`src/rtl/stopwatch_pkg.sv`:
```
// Shared definitions for the stopwatch control path and its counter/display blocks.
package stopwatch_pkg;

    typedef enum logic [1:0] {
        ST_IDLE  = 2'd0,
        ST_RUN   = 2'd1,
        ST_PAUSE = 2'd2,
        ST_LAP   = 2'd3
    } sw_state_t;

    localparam int TICK_DIV_DEFAULT = 100;
    localparam int PRESC_W          = 12;

    function automatic logic is_counting(sw_state_t s);
        return (s == ST_RUN) || (s == ST_LAP);
    endfunction

endpackage

```
`src/rtl/btn_edge.sv`:
```
// Two-flop synchronizer plus rising-edge detector for one debounced button level.
module btn_edge (
    input  logic clk,
    input  logic rst,
    input  logic btn,
    output logic ev
);

    logic sync1, sync2, prev;
    logic vld1, vld2, armed;

    // vld1/vld2 mark when sync2 holds a real post-reset sample; armed requires a
    // genuine low sample so a button held through reset never fires.
    always_ff @(posedge clk) begin
        if (rst) begin
            sync1 <= 1'b0;
            sync2 <= 1'b0;
            prev  <= 1'b0;
            vld1  <= 1'b0;
            vld2  <= 1'b0;
            armed <= 1'b0;
        end else begin
            sync1 <= btn;
            sync2 <= sync1;
            prev  <= sync2;
            vld1  <= 1'b1;
            vld2  <= vld1;
            if (vld2 && !sync2)
                armed <= 1'b1;
        end
    end

    assign ev = sync2 & ~prev & armed;

endmodule

```
`src/rtl/stopwatch_ctrl.sv`:
```
// Stopwatch control FSM with tick prescaler; buttons enter through btn_edge.
module stopwatch_ctrl
    import stopwatch_pkg::*;
#(
    parameter int TICK_DIV = TICK_DIV_DEFAULT
) (
    input  logic       clk,
    input  logic       rst,
    input  logic       btn_start_stop,
    input  logic       btn_lap,
    input  logic       btn_clear,
    output logic       run,
    output logic       tick,
    output logic       clr,
    output logic       freeze,
    output logic [1:0] state
);

    localparam logic [PRESC_W-1:0] PRESC_LAST = PRESC_W'(TICK_DIV - 1);

    logic                ev_ss, ev_lap, ev_clr;
    sw_state_t           state_r, state_nxt;
    logic                clr_nxt;
    logic [PRESC_W-1:0]  presc;

    btn_edge u_edge_ss  (.clk(clk), .rst(rst), .btn(btn_start_stop), .ev(ev_ss));
    btn_edge u_edge_lap (.clk(clk), .rst(rst), .btn(btn_lap),        .ev(ev_lap));
    btn_edge u_edge_clr (.clk(clk), .rst(rst), .btn(btn_clear),      .ev(ev_clr));

    // Priority clr > ss > lap, but an event only wins if it is legal in the state.
    always_comb begin
        state_nxt = state_r;
        clr_nxt   = 1'b0;
        case (state_r)
            ST_IDLE: begin
                if (ev_clr)
                    clr_nxt = 1'b1;
                else if (ev_ss)
                    state_nxt = ST_RUN;
            end
            ST_RUN: begin
                if (ev_ss)
                    state_nxt = ST_PAUSE;
                else if (ev_lap)
                    state_nxt = ST_LAP;
            end
            ST_LAP: begin
                if (ev_ss)
                    state_nxt = ST_PAUSE;
                else if (ev_lap)
                    state_nxt = ST_RUN;
            end
            ST_PAUSE: begin
                if (ev_clr) begin
                    state_nxt = ST_IDLE;
                    clr_nxt   = 1'b1;
                end else if (ev_ss) begin
                    state_nxt = ST_RUN;
                end
            end
            default: state_nxt = ST_IDLE;
        endcase
    end

    always_ff @(posedge clk) begin
        if (rst) begin
            state_r <= ST_IDLE;
            run     <= 1'b0;
            freeze  <= 1'b0;
            clr     <= 1'b0;
        end else begin
            state_r <= state_nxt;
            run     <= is_counting(state_nxt);
            freeze  <= (state_nxt == ST_LAP);
            clr     <= clr_nxt;
        end
    end

    // Prescaler advances on the registered run level, so the first tick lands
    // TICK_DIV cycles after run rises and PAUSE keeps the sub-tick residue.
    always_ff @(posedge clk) begin
        if (rst) begin
            presc <= '0;
            tick  <= 1'b0;
        end else begin
            tick <= 1'b0;
            if (clr_nxt || state_r == ST_IDLE) begin
                presc <= '0;
            end else if (run) begin
                if (presc == PRESC_LAST) begin
                    presc <= '0;
                    tick  <= 1'b1;
                end else begin
                    presc <= presc + 1'b1;
                end
            end
        end
    end

    assign state = state_r;

endmodule

```
`config.mk`:
```
export PLATFORM = sky130hd
export DESIGN_NAME = stopwatch_ctrl
export DESIGN_NICKNAME = d
export VERILOG_FILES = /design/src/rtl/stopwatch_pkg.sv /design/src/rtl/btn_edge.sv /design/src/rtl/stopwatch_ctrl.sv
export SDC_FILE = /design/constraint.sdc
export NUM_CORES = 1
export LEC_CHECK = 0
export CORE_AREA = 2 2 61 63
export DETAILED_ROUTE_END_ITERATION = 8
export DIE_AREA = 0 0 63 65
export GPL_TIMING_DRIVEN = 0
export PLACE_DENSITY = 0.57
export SYNTH_ARGS = -nofsm -noshare
export SYNTH_HDL_FRONTEND = slang
export SYNTH_SLANG_ARGS = --single-unit
```
`constraint.sdc`:
```
create_clock -name clk -period 3.1 [get_ports clk]
set_clock_uncertainty 0.1 [all_clocks]
set_input_delay 0.465 -clock clk [delete_from_list [all_inputs] [get_ports clk]]
set_output_delay 0.465 -clock clk [all_outputs]
set_load 0.02 [all_outputs]
```
Word level (Yosys, flattened, before mapping)
Index checks and enable logic that the tools add are counted.
Storage, ports and cells
  output and inout bits: 6
  logic and storage cells: 62
  bits of input ports: 5
  register bits after elaboration: 32
Cells by class
  mux-type cells: 13
  bitwise operators: 10
  add/sub/neg operators: 1
  reductions and logical operators: 12
  equal/unequal tests: 6
Operators by type and width (count)
  $mux W2: 7
  $add A12 B1 Y12 const B: 1
  $eq A12 B7 Y1 const B: 1
  $mux W12: 1
  $pmux W2 S4: 1
  $and A1 B1 Y1: 6
  $eq A2 B2 Y1 const B: 3
  $eq A2 B1 Y1 const B: 2
  $mux W1: 4
  $not A1 Y1: 4
  $reduce_or A2 Y1: 2
  $logic_and A1 B1 Y1: 3
  $logic_not A1 Y1: 3
  $reduce_or A3 Y1: 1
  $logic_not A2 Y1: 1
  $logic_or A1 B1 Y1: 2

Logic depth before layout (Yosys ltp)
  depth in word-level cells: 8
  gate-level depth with buffers: 6
  mapped depth without buffers: 5

Modules after synthesis
Synthesis repeated with hierarchy kept, for this count alone.
Unflattened totals
  cell total of the unflattened synthesis: 128
  area, all modules: 1362.6 um^2
Modules (own cells, without submodules)
  stopwatch_ctrl: cells an instance 83, instances 1, area an instance 799.5 um^2, sequential area each 340.3 um^2
  btn_edge: cells an instance 15, instances 3, area an instance 187.7 um^2, sequential area each 120.1 um^2

Worst setup path before layout
No wires, ideal clock.
  kind: reg2reg
  from: register presc[0]
  to: register presc[11]
  data arrival time: 1284 ps
  required time: 2885 ps
  path buffers: 1
  setup slack: 1601 ps
  stages on the path, launching flop included: 7
  setup time: 115 ps
  clock period less this slack: 1499 ps
  path through: dfxtp_1 > ha_1 > nand3_2 > nor4_1 > a311o_2 > buf_6 > nor2_1
On the way
  cells in the longest elaborated chain, start to end: 2
  elaborated cells between the ends (all ways): 3
  classes of those cells: add/sub (1); eq/ne (1); mux (1)
Ends and longest elaborated chain
  from (decl): RTL line stopwatch_ctrl.sv:24  | logic [PRESC_W-1:0] presc;
  from (signal assigned): RTL line stopwatch_ctrl.sv:94  | presc <= presc + 1'b1;
  $add A12 B1 Y12 or $eq A12 B7 Y1 (tied branches): RTL line stopwatch_ctrl.sv:94, stopwatch_ctrl.sv:90
  $mux W12 (*): RTL line stopwatch_ctrl.sv:90  | if (presc == PRESC_LAST) begin
Mark *: on every way between the ends. The rest lies on a longest branch, timed or not.
A chain may end at the register's enable or synchronous reset.

==> results.cfg <==
[hold_path]
whs_path_depth = 1
min_to = u_edge_clr.vld2
min_from = u_edge_ss.vld1
holdCritPathClass = reg2reg

[drt]
detail_route.first_pass.iterations = 4
wirelength_um = 1991
vias = 827
wl_per_cell_um = 10.70
initialDrtViolationCount = 22
antenna_left = 0
drcViolationCount = 0
viasPerCell = 4.446

[worst_setup_path]
setup.worst_path.start_class = register
cpMaxStageDelayCell = clkdlybuf4s50_1
r2r_cells = 6
cp.arrival_ns = 1.55
crit_path_end_kind = primary output
rr_startpoint = presc[0]
worst_r2r_endpoint = presc[1]
path_max_fanout = 7
max_stage_delay_ns = 0.59
reg2reg_slack_ns = 1.44
crit_type = reg2out
critPathRequiredTime_ns = 2.53
path_cells = buf_4 -> clkdlybuf4s50_1

[finish]
layout.nets = 143
fin_util = 0.3984
largest_reg_flops = 12
nFillCells = 383
area_growth_pct = 20.45
multi_input_area_um2 = 478.0
regArea_um2 = 620.6
regMostFlops = presc
stdcell_area_mm2 = 0.001393
drive_above_1_share = 0.1087
insertedDiodeCount = 0

[floorplanning]
die_x_um = 63
io_pins = 11
start_util = 0.3307
die-area_mm2 = 0.004095
rows = 22
die_height_um = 65
core_mm2 = 0.003496

[logic_synthesis]
syn_area_per_cell_um2 = 9.555
ys_top_cells_by_count = 31 x dfxtp_1, 23 x nor2_1, 9 x xnor2_1
synthCells = 121
synth_edf_count = 0
async_flop_share = 0
synth-seq-cells = 31
yosysTopAreaCell = dfxtp_1
ys_seq_area_frac = 0.5368
ys.flop_type = dfxtp_1
syn-num-nets = 127
yosysMostFrequentCell = dfxtp_1
synth.distinct_cells = 28
synth_top_area_share = 0.5368
yosys-top-cells-area = dfxtp_1 54%, nor2_1 7.5%, xnor2_1 6.8%, nor2b_1 3.8%, inv_1 2.3%
synth_warnings = 0
synth_area_mm2 = 0.001156

[sta]
hold_viol = 0
setup_violations = 0
tns_ns = 0
post-route-period-util = 0.6815
fmaxAchievable_ghz = 0.4733
maxSlewViolCount = 0
tightest_slew_ns = 0.3881
maxSlewHeadroom = 0.7389
final.setup.worst_slack_ns = 0.9873
rsz0062_at_grt = no
layout_min_cycle_time_ns = 2.113

[grt]
grtUsageTotal = 0.1170
grt_pass1_wl_um = 3657
grt_util_met2 = 0.1835
grt_use_met3 = 0.05903
grt_max_degree = 11
antenna_found_initial = 0
grt_pass1_vias = 823
grt.busiest_layer = met2
grt_remaining_overflow = 0
use_met1 = 0.1372

[clocking]
cts_resized = 0
ctsHtreeMaxLevel = 2
clk-insertion-delay-late_ns = 0.33
cts_hold_buf = 0
clock-sinks = 31
cts_buffer_depth = 2
cts_tree = done
cts_setup_buffers = 0
clockRootBuffer = clkbuf_4
cts-buffers-inserted = 5
path_clk_slew_ns = 0.10

[place]
port_buffers = 9
dp_slack_ns = 1.333
placed_area_mm2 = 0.001306
gp_congestion = 0.7880
dp_hpwl_um = 1402

[outcome]
status = finished, final reports clean

[job]
cap_viol_max_count = 0

[power_and_ir_drop]
leakagePower_nw = 0.4553
power_density_mw_per_mm2 = 545.2
ir_drop_uv = 207.8
finalPower_mw = 0.7592
[logic make-up after synthesis]
logic type | share of synthesized area
flip-flops | 0.5368
AND/OR/NAND/NOR | 0.2619
buffers and inverters | 0.04979
XOR/XNOR | 0.09092
multiplexers | 0.008658
AO/OA/AOI/OAI | 0.04112
adder cells (fa/ha/maj) | 0.01082
[metal layers]
metal | routed length, um | part of all wire | up-vias
li1 | - | - | 429
met1 | 937 | 0.47 | 379
met2 | 922 | 0.46 | 15
met3 | 104 | 0.052 | 4
met4 | 27 | 0.014 | 0
met5 | 0 | 0 | -
[critical path: cells and delay by family (launching register included)]
family / cells / cell delay, ns
buffers and inverters: 2 / 0.75
DFF: 1 / 0.48
[where the power goes]
group	switching (mW)	internal (mW)
Clock	0.135	0.191
Sequential	0.00422	0.407
Combinational	0.0110	0.0114
Total	0.150	0.609
[final cells by class]
class,instances,area share
Multi-Input combinational cell,78,0.3432
Sequential cell,31,0.4456
Timing Repair Buffer,9,0.06469
Clock inverter,2,0.02516
Inverter,7,0.01887
Tap cell,48,0.04313
Buffer,5,0.02246
Clock buffer,6,0.03684
[placed cells by master (no fill, tap or decap), drive strengths merged, types with 2 or more instances in the layout]
cell type / Yosys / final
nor3: 4 / 4
clkbuf: 2 / 8
xnor2: 9 / 9
nand3b: 3 / 3
nor2: 23 / 23
xor2: 3 / 3
inv: 7 / 7
a21oi: 5 / 5
nor2b: 7 / 7
nand2: 3 / 3
dfxtp: 31 / 31
nand3: 5 / 5
clkdlybuf4s50: 0 / 9
nand4: 3 / 3
and4: 2 / 2
buf: 3 / 3
nor4: 3 / 3
[through the flow]
stage	hold slack [ns]	cells
final	0.3450	186
after global routing	0.3586	186
after CTS	0.3481	186
after detailed placement	0.3239	178
after global placement	0.3187	178
after floorplan	0.3138	121
[how the worst max path moves through the flow]
stage	depth (start not counted)	start	slack, ns	end
after floorplan	6	presc[0]	1.60	presc[11]
after global placement	2	run	1.31	state[0]
after detailed placement	2	run	1.33	state[0]
after CTS	2	run	0.95	state[0]
after global routing	2	run	0.88	state[0]
final	2	run	0.99	state[0]
Power figures use the tool's default switching activity.
